`src/rtl/softmax_argmax.sv`:
```
// Final classification stage: walks the softmax probabilities one per clock and
// reports the index, value and one-hot vector of the largest entry.
module softmax_argmax #(
  parameter int DATA_WIDTH = 32,
  parameter int INPUT_NUM  = 10
) (
  input  logic                             clk,
  input  logic                             reset_n,
  input  logic [DATA_WIDTH*INPUT_NUM-1:0]  inputs,
  input  logic                             enable,
  output logic [3:0]                       classIndex,
  output logic [DATA_WIDTH-1:0]            classValue,
  output logic [INPUT_NUM-1:0]             classOneHot,
  output logic                             ackArg
);

  typedef enum logic [1:0] {
    IDLE = 2'd0,
    SCAN = 2'd1,
    DONE = 2'd2
  } state_t;

  localparam logic [3:0] LAST_IDX = 4'(INPUT_NUM - 1);

  state_t                  state_q;
  logic [3:0]              counter_q;
  logic [DATA_WIDTH-1:0]   best_q;
  logic [3:0]              best_idx_q;
  logic [3:0]              class_index_q;
  logic [DATA_WIDTH-1:0]   class_value_q;
  logic [INPUT_NUM-1:0]    class_onehot_q;
  logic                    ack_q;

  logic [DATA_WIDTH-1:0]   elem_tbl [16];
  logic [DATA_WIDTH-1:0]   cur_elem;
  logic                    take_elem;
  logic [DATA_WIDTH-1:0]   best_d;
  logic [3:0]              best_idx_d;
  logic [INPUT_NUM-1:0]    onehot_d;

  // Sign-magnitude "a strictly greater than b"; NaN on either side never wins,
  // and the two zeros compare equal.
  function automatic logic float_gt(input logic [DATA_WIDTH-1:0] a,
                                    input logic [DATA_WIDTH-1:0] b);
    logic a_nan;
    logic b_nan;
    logic gt;
    a_nan = (a[30:23] == 8'hFF) && (a[22:0] != 23'd0);
    b_nan = (b[30:23] == 8'hFF) && (b[22:0] != 23'd0);
    gt    = 1'b0;
    if (a_nan || b_nan) begin
      gt = 1'b0;
    end else if ((a[30:0] == 31'd0) && (b[30:0] == 31'd0)) begin
      gt = 1'b0;
    end else if (!a[31] && b[31]) begin
      gt = 1'b1;
    end else if (a[31] && !b[31]) begin
      gt = 1'b0;
    end else if (!a[31]) begin
      gt = (a[30:0] > b[30:0]);
    end else begin
      gt = (a[30:0] < b[30:0]);
    end
    return gt;
  endfunction

  // Pad the element table to the full 4-bit index range so the counter mux
  // never reaches past the packed input vector.
  generate
    for (genvar gi = 0; gi < 16; gi++) begin : g_elem
      if (gi < INPUT_NUM) begin : g_live
        assign elem_tbl[gi] = inputs[DATA_WIDTH*gi +: DATA_WIDTH];
      end else begin : g_pad
        assign elem_tbl[gi] = '0;
      end
    end
  endgenerate

  assign cur_elem = elem_tbl[counter_q];

  always_comb begin
    take_elem  = float_gt(cur_elem, best_q);
    best_d     = take_elem ? cur_elem  : best_q;
    best_idx_d = take_elem ? counter_q : best_idx_q;
  end

  generate
    for (genvar gi = 0; gi < INPUT_NUM; gi++) begin : g_onehot
      assign onehot_d[gi] = (best_idx_d == 4'(gi));
    end
  endgenerate

  always_ff @(posedge clk or negedge reset_n) begin
    if (!reset_n) begin
      state_q        <= IDLE;
      counter_q      <= '0;
      best_q         <= '0;
      best_idx_q     <= '0;
      class_index_q  <= '0;
      class_value_q  <= '0;
      class_onehot_q <= '0;
      ack_q          <= 1'b0;
    end else begin
      case (state_q)
        IDLE: begin
          if (enable) begin
            state_q    <= SCAN;
            best_q     <= elem_tbl[0];
            best_idx_q <= '0;
            counter_q  <= 4'd1;
          end
        end
        SCAN: begin
          if (!enable) begin
            // Abort: the partial best is simply overwritten by the next start.
            state_q   <= IDLE;
            counter_q <= '0;
          end else begin
            best_q     <= best_d;
            best_idx_q <= best_idx_d;
            counter_q  <= counter_q + 4'd1;
            if (counter_q == LAST_IDX) begin
              state_q        <= DONE;
              class_index_q  <= best_idx_d;
              class_value_q  <= best_d;
              class_onehot_q <= onehot_d;
              ack_q          <= 1'b1;
            end
          end
        end
        DONE: begin
          if (!enable) begin
            state_q <= IDLE;
            ack_q   <= 1'b0;
          end
        end
        default: begin
          state_q <= IDLE;
          ack_q   <= 1'b0;
        end
      endcase
    end
  end

  assign classIndex  = class_index_q;
  assign classValue  = class_value_q;
  assign classOneHot = class_onehot_q;
  assign ackArg      = ack_q;

endmodule

```
`config.mk`:
```
export PLATFORM = sky130hd
export DESIGN_NAME = softmax_argmax
export DESIGN_NICKNAME = d
export VERILOG_FILES = /design/src/rtl/softmax_argmax.sv
export SDC_FILE = /design/constraint.sdc
export NUM_CORES = 1
export LEC_CHECK = 0
export BUFFER_PORTS_ARGS = -buffer_cell sky130_fd_sc_hd__buf_2
export CAP_MARGIN = 20
export CORE_AREA = 3 3 152 154
export CTS_CLUSTER_DIAMETER = 50
export CTS_CLUSTER_SIZE = 28
export DETAILED_ROUTE_END_ITERATION = 10
export DIE_AREA = 0 0 155 157
export HOLD_SLACK_MARGIN = 0.06
export PLACE_DENSITY = 0.66
export SLEW_MARGIN = 20
export SYNTH_ARGS = -nofsm -noshare
export SYNTH_HDL_FRONTEND = slang
export SYNTH_SLANG_ARGS = --single-unit
```
`constraint.sdc`:
```
create_clock -name clk -period 14.4 [get_ports clk]
set_clock_uncertainty 0.2 [all_clocks]
set_input_delay 2.16 -clock clk [delete_from_list [all_inputs] [get_ports clk]]
set_output_delay 2.16 -clock clk [all_outputs]
set_load 0.005 [all_outputs]
```
; ---- After elaboration in Yosys (flattened, before gate mapping)
; Index checks and enable logic that the tools add are counted.
[op_classes]
add_sub_neg = 1
n_mul = 0
div_mod_pow = 0
n_lt_le_gt_ge = 3
n_eq_ne = 19
n_shift = 0
mux = 28
n_bitwise = 2
reduce_logical = 20
[op_table]
columns = operator, count
row1 = 32-bit two-way mux, 5
row2 = 32-bit binary-select mux with 4-bit select, 1
row3 = 32-bit case mux with 2 select lines, 1
row4 = 31-bit logical NOT, 2
row5 = 23-bit nonzero test, 2
row6 = 31-bit greater-than comparator, 1
row7 = 31-bit less-than comparator, 1
row8 = 4-bit two-way mux, 5
row9 = "4-bit by 3-bit == test with 1-bit output, second input constant", 4
row10 = "8-bit == test, second input constant", 2
row11 = 4-bit case mux with 2 select lines, 2
row12 = "4-bit == test, second input constant", 3
row13 = 3-bit AND reduction, 3
row14 = "4-bit by 2-bit == test with 1-bit output, second input constant", 2
row15 = 1-bit two-way mux, 8
row16 = 2-bit two-way mux, 4
row17 = "2-bit != test, second input constant", 4
row18 = 2-bit case mux with 3 select lines, 1
row19 = "5-bit greater-or-equal comparator, second input constant", 1
row20 = 1-bit logical AND, 5
row21 = 4-bit NOT with 5-bit output, 1
row22 = "4-bit by 1-bit adder with 4-bit output, second input constant", 1
row23 = "4-bit by 1-bit == test with 1-bit output, second input constant", 1
row24 = 4-bit logical NOT, 1
row25 = other kinds (11), 12
[word_totals]
reg_bits = 89
latch_bits = 0
mem_bits_rw = 0
romBits = 0
wordCells = 81
n_memories = 0

; ---- Longest topological paths before layout
; Gate-level depths: netlist (run 1).
[depth]
ltp_word = 13
mapped_depth = 19
ltp_nobuf = 13

; ---- Worst setup path before layout (run 1)
; No wires, ideal clock.
[synth_timing]
kind = input port to flip-flop
from = in inputs[121]
to = reg class_index_q[0] (netlist: classIndex[0])
t_arrival_ns = 5.294
t_required_ns = 14.059
setup_slack_ns = 8.765
cell_stages = 13
path_buffers = 2
cell_sequence = mux4_2 -> a221oi_1 -> inv_1 -> ha_1 -> nand3_1 -> nor4_1 -> nand2_1 -> a2111o_1 -> o211a_1 -> buf_1 -> clkbuf_1 -> o31ai_1 -> a31oi_1
[synth_between]
elab_chain_cells = 10
[synth_lines]
columns = element, line
row1 = "start, declared", 9  ; input logic [DATA_WIDTH*INPUT_NUM-1:0] inputs,
row2 = 32-bit binary-select mux with 4-bit select (*), 79  ; assign cur_elem = elem_tbl[counter_q];
row3 = 32-bit two-way mux (implied by the code) (*) (2 in a row), 79
row4 = 31-bit greater-than comparator / 31-bit less-than comparator (equally long branches), "60, 62"
row5 = 1-bit two-way mux, 59  ; end else if (!a[31]) begin
row6 = 1-bit two-way mux, 57  ; end else if (a[31] && !b[31]) begin
row7 = 1-bit two-way mux, 55  ; end else if (!a[31] && b[31]) begin
row8 = 1-bit two-way mux, 53  ; end else if ((a[30:0] == 31'd0) && (b[30:0] == 31'd0)) begin
row9 = 1-bit two-way mux (*), 51  ; if (a_nan || b_nan) begin
row10 = 4-bit two-way mux (*), 84  ; best_idx_d = take_elem ? counter_q : best_idx_q;
row11 = "end signal, assigned", 124  ; class_index_q <= best_idx_d;
row12 = "end, declared", 29  ; logic [3:0] class_index_q;
; Mark *: on every way between the ends. The rest lies on a longest branch, timed or not. The select of a mux whose other input is x is not followed.
; A chain may end at the register's enable or synchronous reset.

; ---- Worst setup path in the final report (run 1)
[layout_timing]
from = reg counter_q[0]
to = reg class_value_q[15] (netlist: classValue[15])
[layout_between]
elab_chain_cells = 11
[layout_lines]
columns = element, line
row1 = "start, declared", 26  ; logic [3:0] counter_q;
row2 = "start signal, assigned", 121  ; counter_q <= counter_q + 4'd1;
row3 = 4-bit NOT with 5-bit output (implied by the code), 79
row4 = 32-bit binary-select mux with 4-bit select, 79
row5 = 32-bit two-way mux (implied by the code) (2 in a row), 79
row6 = 31-bit greater-than comparator / 31-bit less-than comparator (equally long branches), "60, 62"
row7 = 1-bit two-way mux, 59
row8 = 1-bit two-way mux, 57
row9 = 1-bit two-way mux, 55
row10 = 1-bit two-way mux, 53
row11 = 1-bit two-way mux, 51
row12 = 32-bit two-way mux, 83  ; best_d = take_elem ? cur_elem : best_q;
row13 = "end signal, assigned", 125  ; class_value_q <= best_d;
row14 = "end, declared", 30  ; logic [DATA_WIDTH-1:0] class_value_q;
; Several ways; a longest one is shown, not always the timed one. The select of a mux whose other input is x is not followed.

==> flow_metrics.tcl, run 1 <==
set metrics [dict create \
    outcome "completed" \
    synth-edff-count 0 \
    num_io_pins 370 \
    synth_area_mm2 0.00846 \
    p_leak_nw 5.03 \
    drtAntennaViolNets 0 \
    setup_viol 0 \
    cp-end-kind "flip-flop" \
    synth_nets 1329 \
    final_cell_mix "368 x buf_2, 98 x nand2_1, 87 x dfrtp_1, 65 x inv_1, 57 x nor2_1" \
    hpwl_um 31000 \
    wl_um 40700 \
    grt_setup_unrepaired "no" \
    cts_resized 0 \
    clkTransAtPathRegs_ns 0.07 \
    cts_hold_buf 0 \
    wl_per_cell_um 26.1 \
    synth-async-reset-ratio_pct 100 \
    mostFrequentLayoutCell "buf_2" \
    gr-total-overflow 0 \
    cts.htree.levels 3 \
    yosysSeqAreaShare_pct 26.3 \
    initial_core_util_pct 38.8 \
    ys.warnings.count 0 \
    worst_pin_slew_ns 1.09 \
    timing.fmax_ghz 0.153 \
    grt_pass1_vias 9661 \
    timing.final.crit_period_ns 6.56 \
    postCtsSetupBuffers 0 \
    drt-initial-drc-count 948 \
    ir_drop_uv 106 \
    tritoncts_num_sinks 89 \
    grt_usage_pct 32.1 \
    ys.flop_type "dfrtp_1" \
    maxSlewHeadroom_pct 27.5 \
    final_nets 1627 \
    synth_cells 973 \
    drtPass1Iterations 9 \
    core_mm2 0.0218 \
    die-area_mm2 0.0243 \
    dieHeight_um 157 \
    power_density_mw_per_mm2 128 \
    drv_slew 0 \
    port_buffers 369 \
    finalCritPeriodShare_pct 45.5 \
    cts_root_buf "clkbuf_16" \
    avgSynthCellArea_um2 8.69 \
    yosysUniqueCellTypes 60 \
    worstPathArrival_ns 6.53 \
    cts_buffers 9 \
    die_w_um 155 \
    max_cap_violations 0 \
    cts_tree "yes" \
    viasPerCell 6.27 \
    grt_pass1_wl_um 60000 \
    drive_gt1_share_pct 38.9 \
    required_ns 14.38 \
    fin_hold_ws_ns 0.274 \
    grt_max_degree 93 \
    row_count 54 \
    clk_path_buf_depth 2 \
    yosys_register_bits 89 \
    critical_path.max_fanout 54 \
    worst-setup-path-type "flip-flop to flip-flop" \
    final_core_util_pct 49.3 \
    grt_antenna_before_repair 8 \
    gp_congestion 0.937 \
    vias 9790 \
    insertion_delay_ns 0.36 \
    tns_ns 0 \
    syn_to_final_growth_pct 27.3 \
    worstHoldPathType "flip-flop to flip-flop" \
    worst_setup_path_start_kind "flip-flop" \
    drc 0 \
    finalHoldViolCount 0 \
]
==> metrics by stage <==
| stage | total power (W) | setup slack [ns] | std cells | area (um2) |
|---|---|---|---|---|
| after detailed placement | 0.00106 | 7.76 | 1540 | 10400 |
| after floorplan | 0.000822 | 8.76 | 973 | 8460 |
| after CTS | 0.00135 | 7.90 | 1556 | 10800 |
| after global placement | 0.00105 | 7.81 | 1540 | 10400 |
| final | 0.00137 | 7.84 | 1561 | 10800 |
| after global routing | 0.00145 | 7.33 | 1561 | 10800 |
==> cell families (layout without fill, tap and decap cells) <==
logic type | count (synthesis) | count (layout) | share of synthesized area, %
compound gates | 247 | 247 | 21.3
buf+inv | 163 | 466 | 7.89
mux | 128 | 128 | 20.9
fa+ha+maj | 33 | 33 | 4.88
other cells | 0 | 5 | 0
simple gates | 313 | 313 | 18.7
flops | 89 | 89 | 26.3
==> cell usage after synthesis, types with 37 or more instances <==
cell       n  share of area, %
o21ai_0   50               3.0
mux2i_1   48               5.7
nand2_1   98               4.3
nor2_1    59               2.6
inv_1     65               2.9
dfrtp_1   89                26
clkbuf_1  60               2.7
nor4_1    44               3.3
nand4_1   37               2.7
mux2_2    46               6.1
==> layout make-up <==
| class | count | area (um2) |
|---|---|---|
| clock inverter | 6 | 138 |
| antenna | 5 | 12.5 |
| tap | 280 | 350 |
| timing repair buffer | 385 | 1970 |
| multi-input combinational | 721 | 5590 |
| inverter | 65 | 244 |
| sequential | 89 | 2230 |
| fill | 2141 | 11100 |
| clock buffer | 10 | 229 |
==> worst max-delay path, cell delays in order (launching register included) <==
cell	delay (ns)
dfrtp_4	0.59
buf_4	0.74
buf_4	0.62
mux4_2	0.58
a221oi_1	0.77
inv_1	0.10
ha_1	0.32
a21oi_1	0.15
o21ai_0	0.11
a221oi_1	0.23
o21ai_0	0.17
or2_2	0.31
o211a_1	0.26
nor3_4	0.83
o311ai_0	0.27
==> final timing paths <==
path	startpoint	endpoint	slack [ns]	cells past startpoint
min in group asynchronous	reset_n	classValue[9]	1.56	1
setup / recovery	counter_q[0]	classValue[15]	7.84	14
hold reg to reg	classOneHot[4]	classOneHot[4]	0.27	2
max in group asynchronous	reset_n	counter_q[1]	11.20	2
setup reg to reg	counter_q[0]	classValue[15]	7.84	14
hold / removal	classOneHot[4]	classOneHot[4]	0.27	2
==> flip-flops by register name, summed over array words and instances (netlist names) <==
| signal | cells |
|---|---|
| counter_q | 4 |
| best_idx_q | 4 |
| ackArg | 1 |
| classIndex | 4 |
| best_q | 32 |
| state_q | 2 |
| classOneHot | 10 |
| classValue | 32 |
==> where the power goes <==
group,internal (W),total [W],switching (W),leakage [nW]
Sequential,0.000302,0.000365,0.0000638,1.14
Combinational,0.000256,0.000711,0.000456,3.71
Clock,0.000188,0.000298,0.000110,0.177
==> metal layers <==
layer / part of all wire (%) / up-vias / GRT usage (%)
li1: - / 4368 / -
met1: 41 / 4778 / 43.5
met2: 48 / 581 / 52.0
met3: 9.3 / 57 / 7.23
met4: 1.7 / 6 / 8.20
met5: 0.084 / - / 0
Power figures use the tool's default switching activity.
==> run 2, diff against run 1 <==
--- a/config.mk
+++ b/config.mk
@@ -13,7 +13,7 @@
 export DETAILED_ROUTE_END_ITERATION = 10
 export DIE_AREA = 0 0 155 157
 export HOLD_SLACK_MARGIN = 0.06
-export PLACE_DENSITY = 0.66
+export PLACE_DENSITY = 0.68
 export SLEW_MARGIN = 20
 export SYNTH_ARGS = -nofsm -noshare
 export SYNTH_HDL_FRONTEND = slang
==> constraint.sdc (replaced) <==
create_clock -name clk -period 5.9 [get_ports clk]
set_clock_uncertainty 0.2 [all_clocks]
set_input_delay 0.885 -clock clk [delete_from_list [all_inputs] [get_ports clk]]
set_output_delay 0.885 -clock clk [all_outputs]
set_load 0.005 [all_outputs]
==> run 2 against run 1 <==
  * Core utilization up 0.52 points
  * Register-to-register slack got worse by 7.3 ns
  * Critical path depth is 1 lower
  * First-iteration DRC count grew 26%
  * Die area is the same
  * Sequential share of layout area decreased by 0.22 points
  * Sequential cell count did not move
  * Final area up 1.1%
  * Largest cell class unchanged
  * Highest routed layer is now met4
==> flow_metrics.tcl, run 2 (synthesized netlist as in run 1, its figures left out) <==
set metrics [dict create \
    outcome "completed" \
    drtAntennaViolNets 0 \
    clk_path_buf_depth 2 \
    port_buffers 369 \
    r2r_cells 13 \
    num_io_pins 370 \
    worst-setup-path-type "flip-flop to flip-flop" \
    insertion_delay_ns 0.36 \
    viasPerCell 6.21 \
    max_cap_violations 0 \
    gr-total-overflow 0 \
    grt_setup_unrepaired "no" \
    required_ns 5.92 \
    drv_slew 0 \
    crit_start "counter_q[1]" \
    worstHoldPathType "flip-flop to flip-flop" \
    power_density_mw_per_mm2 309 \
    worst_pin_slew_ns 1.09 \
    dieHeight_um 157 \
    cts.htree.levels 3 \
    final_cell_mix "368 x buf_2, 98 x nand2_1, 87 x dfrtp_1, 65 x inv_1, 58 x nor2_1" \
    mostFrequentLayoutCell "buf_2" \
    ir_drop_uv 301 \
    hold_path_startpoint "classOneHot[4]" \
    p_leak_nw 5.10 \
    cts_hold_buf 0 \
    die-area_mm2 0.0243 \
    initial_core_util_pct 38.8 \
    grt_max_degree 48 \
    setup_ws_ns 0.533 \
    clkTransAtPathRegs_ns 0.07 \
    reg2reg_slack_ns 0.53 \
    wl_um 40500 \
    grt_usage_pct 32.2 \
    drive_gt1_share_pct 39.5 \
    r2r_start "counter_q[1]" \
    total_power_w 0.00336 \
    finalHoldViolCount 0 \
    die_w_um 155 \
    row_count 54 \
    critical_path.max_fanout 39 \
    drc 0 \
    cts_resized 0 \
    whs_endpoint "classOneHot[4]" \
    worstPathArrival_ns 5.39 \
    r2r_end "classValue[24]" \
    min_path_cells 2 \
    grt_pass1_vias 9491 \
    postCtsSetupBuffers 0 \
    worst_setup_path_start_kind "flip-flop" \
    cts_root_buf "clkbuf_16" \
    final_nets 1645 \
    cts_buffers 9 \
    setup_viol 0 \
    pre_cts_slack_ns 0.757 \
    tns_ns 0 \
    tritoncts_num_sinks 89 \
    gp_congestion 0.974 \
    drt-initial-drc-count 1196 \
    grt_antenna_before_repair 3 \
    timing.fmax_ghz 0.186 \
    grt_pass1_wl_um 59600 \
    vias 9801 \
    syn_to_final_growth_pct 28.6 \
    drtPass1Iterations 6 \
    cp-end-kind "flip-flop" \
    maxSlewHeadroom_pct 26.8 \
    final_core_util_pct 49.9 \
    timing.final.crit_period_ns 5.37 \
    core_mm2 0.0218 \
    hpwl_um 32300 \
    cts_tree "yes" \
    finalCritPeriodShare_pct 91.0 \
    wl_per_cell_um 25.7 \
]
-- run 2: cell count changes in the layout (fill, tap and decap cells not counted) --
cell and change:
nand2b_2 -1, clkinvlp_4 +1, clkbuf_1 +1, clkbuf_8 +1, nor2_2 -1, buf_12 +2, buf_8 +1, bufinv_16 -2
buf_4 +15, inv_6 -1, nor2_1 +1, diode_2 -2, nand2b_1 +1
-- run 2: area by class of cell --
cell class                      instances  area, um2
Multi-Input combinational cell        721       5580
Clock inverter                          4       76.3
Antenna cell                            3       7.51
Sequential cell                        89       2230
Inverter                               65        244
Tap cell                              280        350
Fill cell                            2192      10900
Clock buffer                           12        246
Timing Repair Buffer                  403       2140
-- run 2: worst max path at each step --
stage               cells after the start              to  slack [ns]
floorplan                              15   classIndex[0]        1.40
global placement                       13  classValue[24]        0.76
detailed placement                     13  classValue[24]        0.76
CTS                                    13  classValue[24]        0.74
global route                           13  classValue[24]        0.23
finish                                 13  classValue[24]        0.53
-- run 2: report_power, final --
group | internal (W) | switching (W) | total (W)
Clock | 0.000384 | 0.000258 | 0.000642
Combinational | 0.000686 | 0.00113 | 0.00182
Sequential | 0.000736 | 0.000164 | 0.000900
Total | 0.00181 | 0.00155 | 0.00336
-- run 2: worst max-delay path: stages (launching register included) --
cell and delay, ns:
dfrtp_4 0.63, buf_4 0.52, mux4_2 0.38, a221oi_1 0.64, inv_1 0.25, ha_1 0.34
nand3_1 0.08, nor4_1 0.42, nand2_1 0.16, a2111o_1 0.44, o211a_1 0.31, buf_4 0.27
o31ai_1 0.41, o21ai_0 0.14
-- run 2: per-stage QoR --
stage,area [um2],std cells,hold WS (ns)
2_1_floorplan,8460,973,0.273
3_3_place_gp,10500,1557,0.260
3_5_place_dp,10500,1557,0.263
4_1_cts,10900,1573,0.279
5_1_grt,10900,1577,0.309
6_report,10900,1577,0.277
-- run 2: per-layer routing --
layer  track usage [%]  wire length [um]
met3              6.16              3900
met5                 0                 0
met2              49.5             18600
met4              8.24               873
met1              46.6             17100
==> run 3, diff against run 2 <==
--- a/config.mk
+++ b/config.mk
@@ -7,13 +7,15 @@
 export LEC_CHECK = 0
 export BUFFER_PORTS_ARGS = -buffer_cell sky130_fd_sc_hd__buf_2
 export CAP_MARGIN = 20
-export CORE_AREA = 3 3 152 154
+export CELL_PAD_IN_SITES_DETAIL_PLACEMENT = 0
+export CELL_PAD_IN_SITES_GLOBAL_PLACEMENT = 1
+export CORE_AREA = 3 3 167 169
 export CTS_CLUSTER_DIAMETER = 50
 export CTS_CLUSTER_SIZE = 28
 export DETAILED_ROUTE_END_ITERATION = 10
-export DIE_AREA = 0 0 155 157
+export DIE_AREA = 0 0 170 172
 export HOLD_SLACK_MARGIN = 0.06
-export PLACE_DENSITY = 0.68
+export PLACE_DENSITY = 0.77
 export SLEW_MARGIN = 20
 export SYNTH_ARGS = -nofsm -noshare
 export SYNTH_HDL_FRONTEND = slang
==> constraint.sdc (replaced) <==
create_clock -name clk -period 5.9 [get_ports clk]
set_clock_uncertainty 0.2 [all_clocks]
set_input_delay 1.475 -clock clk [delete_from_list [all_inputs] [get_ports clk]]
set_output_delay 1.475 -clock clk [all_outputs]
set_load 0.005 [all_outputs]
==> run 3 against run 2 <==
  * First-iteration DRC count fell by 21%
  * Critical endpoint is now classValue[14]
  * Final area grew 1.7%
  * Critical path depth down 1
  * Core utilization down 8.5 points
  * Total power increased by 0.44%
  * Die area increased by 20%
  * Sequential cell count unchanged
  * Register-to-register slack worse by 0.05 ns
  * Hold slack worse by 0.00056 ns
  * Sequential share of layout area down 0.34 points
==> flow_metrics.tcl, run 3 (synthesized netlist as in run 1, its figures left out) <==
set metrics [dict create \
    outcome "completed" \
    final_cell_mix "368 x buf_2, 98 x nand2_1, 87 x dfrtp_1, 65 x inv_1, 58 x nor2_1" \
    cpPeakStageDelay_ns 0.79 \
    vias 9742 \
    clkTransAtPathRegs_ns 0.07 \
    whs_endpoint "classOneHot[4]" \
    drc 0 \
    r2r_end "classValue[14]" \
    die_w_um 170 \
    finalCritPeriodShare_pct 93.7 \
    p_leak_nw 5.16 \
    grt_max_degree 74 \
    finalHoldViolCount 0 \
    required_ns 5.87 \
    gp_congestion 0.948 \
    combinationalPowerShare_pct 54.1 \
    grt_antenna_before_repair 11 \
    cp_num_buf_inv 2 \
    cts_hold_buf 0 \
    wl_per_cell_um 25.0 \
    cp-end-kind "flip-flop" \
    cts_buffers 9 \
    tns_ns 0 \
    power_frac_clock_pct 19.4 \
    gr-total-overflow 0 \
    crit_slowest_cell "nor3_4" \
    cts_resized 0 \
    postCtsSetupBuffers 0 \
    maxSlewHeadroom_pct 27.2 \
    cts_root_buf "clkbuf_16" \
    netSwitchingPower_w 0.00157 \
    port_buffers 369 \
    grt_setup_unrepaired "no" \
    dieHeight_um 172 \
    p_seq_share_pct 26.5 \
    cts_tree "yes" \
    ir_drop_uv 345 \
    row_count 60 \
    initial_core_util_pct 31.6 \
    r2r_start "counter_q[0]" \
    min_path_cells 2 \
    power_density_mw_per_mm2 305 \
    max_cap_violations 0 \
    p_int_w 0.00180 \
    reg2reg_slack_ns 0.48 \
    setup_viol 0 \
    timing.final.crit_period_ns 5.53 \
    worstHoldPathType "flip-flop to flip-flop" \
    critical_path.max_fanout 26 \
    critical_path.top_delay_family "compound AO/OA/AOI/OAI gates" \
    r2r_cells 13 \
    syn_to_final_growth_pct 30.8 \
    worstPathArrival_ns 5.50 \
    worst_setup_path_start_kind "input port" \
    die-area_mm2 0.0292 \
    drv_slew 0 \
    mostFrequentLayoutCell "buf_2" \
    grt_pass1_vias 9600 \
    final_nets 1658 \
    worst_pin_slew_ns 1.09 \
    grt_usage_pct 27.2 \
    hold_path_startpoint "classOneHot[4]" \
    drtPass1Iterations 5 \
    hpwl_um 32400 \
    insertion_delay_ns 0.36 \
    cts.htree.levels 3 \
    wl_um 41400 \
    drive_gt1_share_pct 40.2 \
    worstPathCellList "buf_2, mux4_2, a221oi_1, inv_1, ha_1, nand3_1, nor4_1, nand2_1, a2111o_1, o211a_1, nor3_4, o311ai_0" \
    final_core_util_pct 41.4 \
    num_io_pins 370 \
    timing.fmax_ghz 0.181 \
    core_mm2 0.0267 \
    drtAntennaViolNets 0 \
    drt-initial-drc-count 948 \
    worst-setup-path-type "input port to flip-flop" \
    viasPerCell 5.89 \
    tritoncts_num_sinks 89 \
    p_sw_share_pct 46.6 \
    clk_path_buf_depth 2 \
    grt_pass1_wl_um 60300 \
]
-- run 3: per-layer routing --
metal | part of all wire, % | track usage (%) | up-vias
li1 | - | - | 4431
met1 | 41 | 37.0 | 4636
met2 | 46 | 42.7 | 592
met3 | 9.6 | 5.76 | 77
met4 | 3.2 | 10.4 | 6
met5 | 0.068 | 0 | -
-- run 3: worst register-to-register path, stage by stage, from the launching register on --
cell      delay [ns]
dfrtp_4         0.88
buf_4           0.47
mux2_2          0.39
o22ai_1         0.24
o32a_1          0.37
inv_1           0.09
ha_1            0.31
nand2_1         0.07
o211ai_1        0.12
a221oi_1        0.53
a21oi_1         0.18
o211a_1         0.31
nor3_4          0.79
o311ai_0        0.28
-- run 3: worst max-delay path by stage --
stage	from	endpoint	slack, ns	cells past startpoint
2_1_floorplan	inputs[121]	classIndex[0]	0.95	13
3_3_place_gp	inputs[123]	classValue[3]	0.19	12
3_5_place_dp	inputs[123]	classValue[14]	0.08	12
4_1_cts	inputs[123]	classValue[14]	0.45	12
5_1_grt	inputs[123]	classValue[14]	0.05	12
6_report	inputs[28]	classValue[14]	0.37	12
-- run 3: area by class of cell --
type	count	area [um2]
Antenna cell	7	17.5
Clock buffer	10	229
Clock inverter	6	97.6
Fill cell	2767	15700
Inverter	65	244
Multi-Input combinational cell	721	5590
Sequential cell	89	2230
Tap cell	341	427
Timing Repair Buffer	416	2230
-- run 3: power by group through the flow --
stage | combinational, W | clock [W] | sequential [W]
2_1_floorplan | 0.00118 | 0 | 0.000827
3_3_place_gp | 0.00177 | 0 | 0.000901
3_5_place_dp | 0.00178 | 0 | 0.000901
4_1_cts | 0.00178 | 0.000660 | 0.000892
5_1_grt | 0.00197 | 0.000688 | 0.000913
6_report | 0.00183 | 0.000655 | 0.000895
-- run 3: through the flow --
step	hold slack (ns)	cells	worst slack [ns]	power [W]	area (um2)
5_1_grt	0.301	1654	0.0453	0.00357	11100
3_5_place_dp	0.263	1632	0.0793	0.00268	10700
3_3_place_gp	0.259	1632	0.195	0.00267	10700
4_1_cts	0.280	1648	0.446	0.00333	11000
6_report	0.276	1655	0.372	0.00338	11100
2_1_floorplan	0.273	973	0.950	0.00201	8460
